===== config.mk =====
export PLATFORM = sky130hd
export DESIGN_NAME = serial_population_counter
export DESIGN_NICKNAME = d
export VERILOG_FILES = /design/src/rtl/popcount_pkg.sv /design/src/rtl/chunk_popcount.sv /design/src/rtl/serial_population_counter.sv
export SDC_FILE = /design/constraint.sdc
export NUM_CORES = 1
export LEC_CHECK = 0
export BUFFER_PORTS_ARGS = -buffer_cell sky130_fd_sc_hd__buf_2
export CAP_MARGIN = 10
export CORE_MARGIN = 8
export CORE_UTILIZATION = 40
export CTS_BUF_LIST = sky130_fd_sc_hd__clkbuf_4 sky130_fd_sc_hd__clkbuf_8
export CTS_CLUSTER_SIZE = 10
export DETAILED_ROUTE_END_ITERATION = 10
export MAX_ROUTING_LAYER = met4
export PLACE_DENSITY = 0.72
export SLEW_MARGIN = 0
export SYNTH_ARGS = -nofsm -noshare
export SYNTH_HDL_FRONTEND = slang
export SYNTH_SLANG_ARGS = --single-unit

===== constraint.sdc =====
create_clock -name clk -period 6.4 [get_ports clk]
set_clock_uncertainty 0.1 [all_clocks]
set_input_delay 1.28 -clock clk [delete_from_list [all_inputs] [get_ports clk]]
set_output_delay 1.28 -clock clk [all_outputs]
set_load 0.01 [all_outputs]

===== src/rtl/popcount_pkg.sv =====
// Shared definitions for the serial population counter: FSM encoding and clog2 helper.
package popcount_pkg;

   typedef enum logic [1:0] {
      IDLE = 2'd0,
      RUN  = 2'd1,
      DONE = 2'd2
   } state_e;

   // Smallest r such that 2**r >= v; usable in constant expressions.
   function automatic int unsigned clog2(input int unsigned v);
      int unsigned r;
      r = 0;
      for (int i = 0; i < 32; i++) begin
         if ((64'(1) << i) < 64'(v)) begin
            r = 32'(i + 1);
         end
      end
      return r;
   endfunction

endpackage


===== src/rtl/chunk_popcount.sv =====
// Combinational population count of one CHUNK-bit slice.
module chunk_popcount
   import popcount_pkg::*;
#(
   parameter int unsigned CHUNK = 8
) (
   input  logic [CHUNK-1:0]              bits_i,
   output logic [clog2(CHUNK+1)-1:0]     count_c
);

   localparam int unsigned CW = clog2(CHUNK + 1);

   always_comb begin
      count_c = '0;
      for (int i = 0; i < int'(CHUNK); i++) begin
         count_c = count_c + CW'(bits_i[i]);
      end
   end

endmodule


===== src/rtl/serial_population_counter.sv =====
// Counts ones (mode=0) or zeros (mode=1) of a WIDTH-bit operand, CHUNK bits per clock.
module serial_population_counter
   import popcount_pkg::*;
#(
   parameter int unsigned WIDTH = 32,
   parameter int unsigned CHUNK = 8
) (
   input  logic                          clk,
   input  logic                          rst,
   input  logic                          start,
   input  logic                          mode,
   input  logic [WIDTH-1:0]              a,
   output logic                          busy,
   output logic                          done,
   output logic [clog2(WIDTH+1)-1:0]     Q
);

   localparam int unsigned QW    = clog2(WIDTH + 1);
   localparam int unsigned NBEAT = WIDTH / CHUNK;
   localparam int unsigned BW    = clog2(NBEAT + 1);
   localparam int unsigned CW    = clog2(CHUNK + 1);

   state_e             state_q, state_d;
   logic [WIDTH-1:0]   shift_q, shift_d;
   logic               mode_q,  mode_d;
   logic [QW-1:0]      acc_q,   acc_d;
   logic [QW-1:0]      q_q,     q_d;
   logic [BW-1:0]      beat_q,  beat_d;
   logic               busy_q,  busy_d;
   logic               done_q,  done_d;

   logic [CHUNK-1:0]   chunk_c;
   logic [CW-1:0]      chunk_cnt_c;
   logic [QW-1:0]      sum_c;

   // Counting zeros is counting ones of the inverted slice.
   assign chunk_c = mode_q ? ~shift_q[CHUNK-1:0] : shift_q[CHUNK-1:0];

   chunk_popcount #(
      .CHUNK (CHUNK)
   ) u_chunk (
      .bits_i  (chunk_c),
      .count_c (chunk_cnt_c)
   );

   assign sum_c = acc_q + QW'(chunk_cnt_c);

   always_comb begin
      state_d = state_q;
      shift_d = shift_q;
      mode_d  = mode_q;
      acc_d   = acc_q;
      q_d     = q_q;
      beat_d  = beat_q;
      busy_d  = 1'b0;
      done_d  = 1'b0;

      case (state_q)
         IDLE: begin
            if (start) begin
               shift_d = a;
               mode_d  = mode;
               acc_d   = '0;
               beat_d  = BW'(NBEAT);
               state_d = RUN;
            end
         end
         RUN: begin
            acc_d   = sum_c;
            shift_d = shift_q >> CHUNK;
            beat_d  = beat_q - BW'(1);
            if (beat_q == BW'(1)) begin
               q_d     = sum_c;
               state_d = DONE;
            end
         end
         DONE: begin
            state_d = IDLE;
         end
         default: begin
            state_d = IDLE;
         end
      endcase

      // Status flags are registered versions of the next-state decode.
      busy_d = (state_d == RUN);
      done_d = (state_d == DONE);
   end

   always_ff @(posedge clk) begin
      if (rst) begin
         state_q <= IDLE;
         shift_q <= '0;
         mode_q  <= 1'b0;
         acc_q   <= '0;
         q_q     <= '0;
         beat_q  <= '0;
         busy_q  <= 1'b0;
         done_q  <= 1'b0;
      end else begin
         state_q <= state_d;
         shift_q <= shift_d;
         mode_q  <= mode_d;
         acc_q   <= acc_d;
         q_q     <= q_d;
         beat_q  <= beat_d;
         busy_q  <= busy_d;
         done_q  <= done_d;
      end
   end

   assign busy = busy_q;
   assign done = done_q;
   assign Q    = q_q;

endmodule


==> qor.json, run 1 <==
{
  "worst_slew_pin_slew_ps": 1128,
  "die-height_um": 95.96,
  "yosys_warnings": 0,
  "crit_fanout": 9,
  "multiplexer_share_of_the_synthesized_area": 0.01174,
  "type_of_the_most_critical_hold_path": "reg -> reg",
  "final.min_clock_period_ps": 4508,
  "yosys.area_share.xor_xnor": 0.03425,
  "drt-initial-drc-count": 104,
  "post_cts.resized_instances": 0,
  "post_synth_inst_count": 293,
  "grt-ovfl-total": 0,
  "antenna_violations_before_repair": 0,
  "critical_path.startpoint_type": "flop",
  "worst_path_dominant_cell_family": "adder cells",
  "cp_num_buf_inv": 2,
  "p_sw_frac": 0.3286,
  "critical-path-slowest-cell": "sky130_fd_sc_hd__dfxtp_1",
  "post_cts.repair.setup_buffers": 0,
  "effective_utilization_at_floorplan": 0.4074,
  "synth_adder_area_share": 0.08317,
  "io-pin-count": 44,
  "slew_headroom": 0.2480,
  "path_clk_slew_ps": 100,
  "synth.cells.most_frequent": "53 x sky130_fd_sc_hd__nand2_1, 52 x sky130_fd_sc_hd__dfxtp_1, 48 x sky130_fd_sc_hd__nor2_1, 26 x sky130_fd_sc_hd__a311oi_1, 13 x sky130_fd_sc_hd__inv_1",
  "cts_tree": "built",
  "synth-seq-area-share": 0.4070,
  "ys.flop_type": "sky130_fd_sc_hd__dfxtp_1",
  "p_comb_frac": 0.296,
  "setup.worst_path.start": "mode_q",
  "reg2reg_from": "mode_q",
  "grt_pass1_wl_um": 8673,
  "final_antenna_net_count": 0,
  "cts-hold-fix-buffers": 0,
  "gr-usage-all-layers": 0.1210,
  "simple_gate_fraction_of_synth_area": 0.2162,
  "worst-r2r-cell-count": 13,
  "coreArea_um2": 6277,
  "timing.final.setup_violations": 0,
  "result_of_the_run": "finished clean",
  "count_of_flip_flops_with_a_built_in_enable_after_synthesis": 0,
  "gpl.final_weighted_congestion": 0.7939,
  "worstSetupEndpointType": "flop",
  "post-route-drc-count": 0,
  "tns_ps": 0,
  "internal_power_w": 0.0005357,
  "vias_per_cell": 5.120,
  "std_cell_rows": 29,
  "power.density_nw_per_um2": 281.4,
  "finalMaxSlewViolations": 0,
  "cap_violations": 0,
  "synthesis.area_per_instance_um2": 8.729,
  "largest_area_contributor_in_the_synthesized_netlist": "sky130_fd_sc_hd__dfxtp_1",
  "synth_cell_types": 41,
  "clock_sink_count": 52,
  "critical_path_class": "reg -> reg",
  "synth-compound-area-share": 0.1751,
  "die_width_um": 95.96,
  "holdPathStages": 2,
  "postSynth.asyncResetShare": 0,
  "cts.htree.levels": 2,
  "grt_pass1_vias": 1991,
  "detail_route.first_pass.iterations": 4,
  "overall_power_w": 0.0007979,
  "worstPathArrival_ps": 4610,
  "synth_most_common_cell": "sky130_fd_sc_hd__nand2_1",
  "synth_top_family_by_area": "simple AND/OR/NAND/NOR gates",
  "dpl.hpwl_um": 3564,
  "nets": 372,
  "clk_latency_ps": 300,
  "worst_ep_required_time_ps": 6500,
  "proportion_of_power_drawn_by_flip_flops_and_latches": 0.465,
  "yosysTopAreaCellShare": 0.4070,
  "rsz_0062_raised_after_global_routing": "no",
  "clkPwrFrac": 0.239,
  "worst_path_most_repeated_cell": "sky130_fd_sc_hd__fa_1",
  "routed_wire_length_per_instance_um": 12.76,
  "cts_root_buffer": "sky130_fd_sc_hd__clkbuf_8",
  "post_synth_instance_area_um2": 2557,
  "cts_made_buffers": 5,
  "worstPathCellList": "xor2_1 > ha_1 > inv_1 > fa_1 > fa_1 > fa_1 > fa_1 > inv_1 > ha_1 > a21o_1 > a22oi_1 > nor4_1 > a311o_1",
  "netSwitchingPower_w": 0.0002622,
  "fmax_mhz": 221.8,
  "via_count": 2048,
  "n_antenna_cell": 0,
  "hold_path_startpoint": "shift_q[11]",
  "drive_gt1_frac": 0.1734,
  "syn_nets": 343,
  "worst-r2r-setup-slack_ps": 1890,
  "synth_top_cells_by_area": "sky130_fd_sc_hd__dfxtp_1 41%, sky130_fd_sc_hd__a311oi_1 8.9%, sky130_fd_sc_hd__nand2_1 7.8%",
  "areaGrowthSynthToFinish_pct": 10.86,
  "routed_wire_length_um": 5102,
  "clockBufferDepth": 2,
  "worstReg2RegEnd": "Q[5]",
  "numPortBuffers": 43,
  "worstSetupEndpoint": "Q[5]",
  "register_bit_total_from_synthesis": 52,
  "timing.final.hold_violations": 0,
  "maximum_number_of_pins_on_one_net_before_global_route_repair": 60,
  "critical_path_depth": 13,
  "post-route-period-util": 0.7043,
  "power_leakage_nw": 1.214,
  "ir_drop_v": 0.0001712,
  "full_die_area_um2": 9208,
  "crit_path_max_incr_delay_ps": 600
}
==> per-layer routing <==
metal | share of wire | global-route usage | vias up
li1 | - | - | 1074
met1 | 0.48 | 0.1364 | 926
met2 | 0.46 | 0.2006 | 43
met3 | 0.045 | 0.03276 | 5
met4 | 0.013 | 0.04481 | 0
met5 | 0 | - | -
==> logic make-up after synthesis <==
| logic type | count (synthesis) |
|---|---|
| AND/OR/NAND/NOR | 123 |
| multiplexers | 3 |
| XOR/XNOR | 10 |
| adder cells (fa/ha/maj) | 14 |
| flip-flops | 52 |
| AO/OA/AOI/OAI | 56 |
| buffers and inverters | 35 |
==> stage by stage <==
stage	utilization	hold WS [ps]	cells	setup slack, ps	cell area (um2)
global route	0.4517	400.5	400	1623	2835
global placement	0.4369	361.2	392	1994	2743
detailed placement	0.4369	368.4	392	1897	2743
CTS	0.4517	383.6	400	1882	2835
finish	0.4517	375.1	400	1892	2835
floorplan	-	354.4	293	2165	2557
==> layout make-up <==
class / instances / area, um2
clock buffer: 5 / 68.82
clock inverter: 3 / 23.77
fill: 619 / 3442
inverter: 13 / 48.80
multi-input combinational: 206 / 1334
sequential: 52 / 1041
tap: 77 / 96.34
timing repair buffer: 44 / 222.7
==> worst min-delay path: cells and delay by family (launching register included) <==
kind,cells,cell delay (ps)
AOI/OAI and AO/OA,1,70
DFF,1,320
and+or+nand+nor,1,50
==> how the worst min path moves through the flow <==
stage,endpoint,slack [ps]
floorplan,beat_q[1],350
global placement,shift_q[12],360
detailed placement,shift_q[14],370
CTS,shift_q[14],380
global route,shift_q[3],400
finish,shift_q[3],380
==> power groups by stage <==
stage	clock network [W]	logic, W	registers, W
after floorplan	0	0.000196	0.000373
after global placement	0	0.000230	0.000378
after detailed placement	0	0.000237	0.000379
after CTS	0.000196	0.000239	0.000371
after global routing	0.000209	0.000274	0.000376
final	0.000191	0.000236	0.000371
==> flip-flops by register name (all words and copies together) (netlist names) <==
name / count
shift_q: 32
Q: 6
acc_q: 6
beat_q: 3
state_q: 2
busy: 1
done: 1
mode_q: 1
==> cells in the final DEF, fill, tap and decap left out, drive strengths merged, types with 2 or more instances in the layout <==
cell type  count
fa             5
a21oi          4
nand3b         4
o311ai         3
o21ai          2
buf           44
clkinvlp       2
nor2b          2
a31oi          2
xnor2          8
inv           13
a311oi        26
dfxtp         52
nor2          49
clkbuf         5
mux2i          3
nand2         53
xor2           2
nor3           2
a21o           3
nand2b         3
a22oi         11
ha             9
(Power assumes the default switching activity.)
==> run 2, diff against run 1 <==
--- a/config.mk
+++ b/config.mk
@@ -13,7 +13,7 @@
 export CTS_CLUSTER_SIZE = 10
 export DETAILED_ROUTE_END_ITERATION = 10
 export MAX_ROUTING_LAYER = met4
-export PLACE_DENSITY = 0.72
+export PLACE_DENSITY = 0.74
 export SLEW_MARGIN = 0
 export SYNTH_ARGS = -nofsm -noshare
 export SYNTH_HDL_FRONTEND = slang
==> constraint.sdc (replaced) <==
create_clock -name clk -period 4 [get_ports clk]
set_clock_uncertainty 0.1 [all_clocks]
set_input_delay 0.8 -clock clk [delete_from_list [all_inputs] [get_ports clk]]
set_output_delay 0.8 -clock clk [all_outputs]
set_load 0.01 [all_outputs]
==> qor.json, run 2 (synthesized netlist as in run 1, its figures left out) <==
{
  "worst_ep_required_time": {"value": 4130, "unit": "ps", "change": "-2370 ps"},
  "full_die_area": {"value": 9208, "unit": "um2", "change": "unchanged"},
  "placement.setup.worst_slack": {"value": -71.12, "unit": "ps", "change": "-1969 ps"},
  "gr-usage-all-layers": {"value": 0.1221, "change": "+0.001132"},
  "die_width": {"value": 95.96, "unit": "um", "change": "unchanged"},
  "ir_drop": {"value": 0.0002265, "unit": "V", "change": "+32%"},
  "die-height": {"value": 95.96, "unit": "um", "change": "unchanged"},
  "path_clk_slew": {"value": 100, "unit": "ps", "change": "about the same"},
  "result_of_the_run": "finished clean",
  "io-pin-count": {"value": 44, "change": "unchanged"},
  "worst_slew_pin_slew": {"value": 1117, "unit": "ps", "change": "-10.90 ps"},
  "worst-r2r-cell-count": {"value": 14, "change": "+1"},
  "fmax": {"value": 252.0, "unit": "MHz", "change": "+14%"},
  "clockBufferDepth": {"value": 2, "change": "unchanged"},
  "fillerInstances": {"value": 602, "change": "-2.7%"},
  "cts_root_buffer": "sky130_fd_sc_hd__clkbuf_8",
  "maximum_number_of_pins_on_one_net_before_global_route_repair": {"value": 49, "change": "-18%"},
  "dpl.hpwl": {"value": 3754, "unit": "um", "change": "+5.3%"},
  "post-route-drc-count": {"value": 0, "change": "unchanged"},
  "areaGrowthSynthToFinish_pct": 14.43,
  "worstReg2RegEnd": "acc_q[5]",
  "fin_cells": {"value": 404, "change": "+1.0%"},
  "critical-path-slowest-cell": "sky130_fd_sc_hd__fa_2",
  "grt_pass1_vias": {"value": 2041, "change": "+2.5%"},
  "most_frequent_standard_cell_in_the_layout_excluding_fill_and_tap_cells": "sky130_fd_sc_hd__nand2_1",
  "routed_wire_length": {"value": 5305, "unit": "um", "change": "+4.0%"},
  "final_critical_path_setup_slack": {"value": 31.98, "unit": "ps", "change": "-1860 ps"},
  "cts_made_buffers": {"value": 5, "change": "unchanged"},
  "worstPathArrival": {"value": 4090, "unit": "ps", "change": "-520 ps"},
  "via_count": {"value": 2080, "change": "+1.6%"},
  "detail_route.first_pass.iterations": {"value": 4, "change": "unchanged"},
  "timing.final.hold_violations": {"value": 0, "change": "unchanged"},
  "critical_path.startpoint_type": "flop",
  "rsz_0062_raised_after_global_routing": "yes",
  "worstPathCellList": "xor2_1 > ha_1 > inv_2 > fa_1 > fa_1 > fa_2 > fa_2 > inv_2 > ha_4 > a21o_1 > a22oi_2 > buf_4 > or3_1 > a31oi_1",
  "place_inst": {"value": 395, "change": "+0.77%"},
  "layout_common_cells": "53 x sky130_fd_sc_hd__nand2_1, 51 x sky130_fd_sc_hd__dfxtp_1, 47 x sky130_fd_sc_hd__nor2_1, 43 x sky130_fd_sc_hd__buf_2, 26 x sky130_fd_sc_hd__a311oi_1",
  "crit_fanout": {"value": 3, "change": "-6"},
  "gpl.final_weighted_congestion": {"value": 0.7771, "change": "-2.1%"},
  "tns": {"value": 0, "unit": "ps", "change": "unchanged"},
  "coreArea": {"value": 6277, "unit": "um2", "change": "unchanged"},
  "number_of_flip_flops_in_the_largest_register": {"value": 32, "change": "unchanged"},
  "hold_path_startpoint": "shift_q[12]",
  "n_antenna_cell": {"value": 0, "change": "unchanged"},
  "timing.final.setup_violations": {"value": 0, "change": "unchanged"},
  "overall_power": {"value": 0.001397, "unit": "W", "change": "+75%"},
  "cts.htree.levels": {"value": 2, "change": "unchanged"},
  "std_cell_rows": {"value": 29, "change": "unchanged"},
  "numPortBuffers": {"value": 43, "change": "unchanged"},
  "cts-hold-fix-buffers": {"value": 0, "change": "unchanged"},
  "crit_path_max_incr_delay": {"value": 560, "unit": "ps", "change": "-40 ps"},
  "reg2reg_from": "mode_q",
  "cts_tree": "built",
  "power_leakage": {"value": 1.250, "unit": "nW", "change": "+3.0%"},
  "worstSetupEndpointType": "flop",
  "critical_path_class": "reg -> reg",
  "drt-initial-drc-count": {"value": 100, "change": "-3.8%"},
  "grt_pass1_wl": {"value": 8825, "unit": "um", "change": "+1.8%"},
  "final.min_clock_period": {"value": 3968, "unit": "ps", "change": "-539.6 ps"},
  "worst-r2r-setup-slack": {"value": 30, "unit": "ps", "change": "-1860 ps"},
  "slew_headroom": {"value": 0.2553, "change": "+0.007268"},
  "max_flop_register": "shift_q",
  "minimum_hold_slack": {"value": 384.1, "unit": "ps", "change": "+8.980 ps"},
  "post-route-period-util": {"value": 0.9920, "change": "+0.2877"},
  "nets": {"value": 376, "change": "+1.1%"},
  "min_to": "shift_q[4]",
  "grt-ovfl-total": {"value": 0, "change": "unchanged"},
  "clk_latency": {"value": 300, "unit": "ps", "change": "about the same"},
  "holdPathStages": {"value": 2, "change": "unchanged"},
  "final_antenna_net_count": {"value": 0, "change": "unchanged"},
  "vias_per_cell": {"value": 5.149, "change": "+0.56%"},
  "effective_utilization_at_floorplan": {"value": 0.4074, "change": "unchanged"},
  "cap_violations": {"value": 0, "change": "unchanged"},
  "power.density": {"value": 477.3, "unit": "nW/um2", "change": "+70%"},
  "clock_sink_count": {"value": 52, "change": "unchanged"},
  "antenna_violations_before_repair": {"value": 0, "change": "unchanged"},
  "finalMaxSlewViolations": {"value": 0, "change": "unchanged"},
  "drive_gt1_frac": {"value": 0.2171, "change": "+0.04375"},
  "type_of_the_most_critical_hold_path": "reg -> reg",
  "routed_wire_length_per_instance": {"value": 13.13, "unit": "um", "change": "+2.9%"}
}
-- run 2: changes by cell type in the layout (fill, tap and decap cells not counted), sizes merged --
cell	previous run	this run
buf	44	48
bufinv	0	1
clkinv	1	2
clkinvlp	2	0
-- run 2: worst max path at each step --
stage | startpoint | to | slack (ps)
2_1_floorplan | mode_q | Q[5] | 8
3_3_place_gp | mode_q | Q[5] | 40
3_5_place_dp | mode_q | acc_q[5] | -70
4_1_cts | mode_q | acc_q[5] | -10
5_1_grt | mode_q | acc_q[5] | -110
6_report | mode_q | acc_q[5] | 30
-- run 2: metal layers --
metal	part of all wire	vias to the layer above	routed length, um	global-route usage
met2	0.48	35	2523	0.1989
li1	-	1082	-	-
met4	0.015	0	82	0.03969
met3	0.033	7	175	0.03042
met1	0.48	956	2523	0.1441
met5	0	-	0	-
-- run 2: final cells by class --
cell class / count / area, um2 / share of cell area
multi-input cells: 206 / 1370 / 0.4681
clock inverters: 3 / 47.55 / 0.01625
clock buffers: 5 / 68.82 / 0.02351
flip-flops and latches: 52 / 1042 / 0.3561
well taps: 77 / 96.34 / 0.03292
repair buffers: 48 / 252.7 / 0.08636
inverters: 13 / 48.80 / 0.01667
-- run 2: worst max-delay path, delay by kind of cell (launching register included) --
kind | cells | cell delay, ps
AO/OA/AOI/OAI | 3 | 380
buffers and inverters | 3 | 230
adder cells (fa/ha/maj) | 6 | 2370
AND/OR/NAND/NOR | 1 | 300
XOR/XNOR | 1 | 160
flip-flops | 1 | 350
-- run 2: through the flow --
stage | cell area, um2 | util
2_1_floorplan | 2574 | -
3_3_place_gp | 2775 | 0.4421
3_5_place_dp | 2775 | 0.4421
4_1_cts | 2898 | 0.4616
5_1_grt | 2927 | 0.4662
6_report | 2927 | 0.4662
-- run 2: timing repair --
item	in CTS	in global routing
gates resized for setup	2	7
pin swaps	1	1
endpoints found under the setup margin	5	6
setup buffers	0	1
-- run 2: power by group --
part	switching, W	internal [W]	total, W
combinational	0.000233	0.000205	0.000438
clock	0.000175	0.000189	0.000363
sequential	0.0000315	0.000564	0.000595
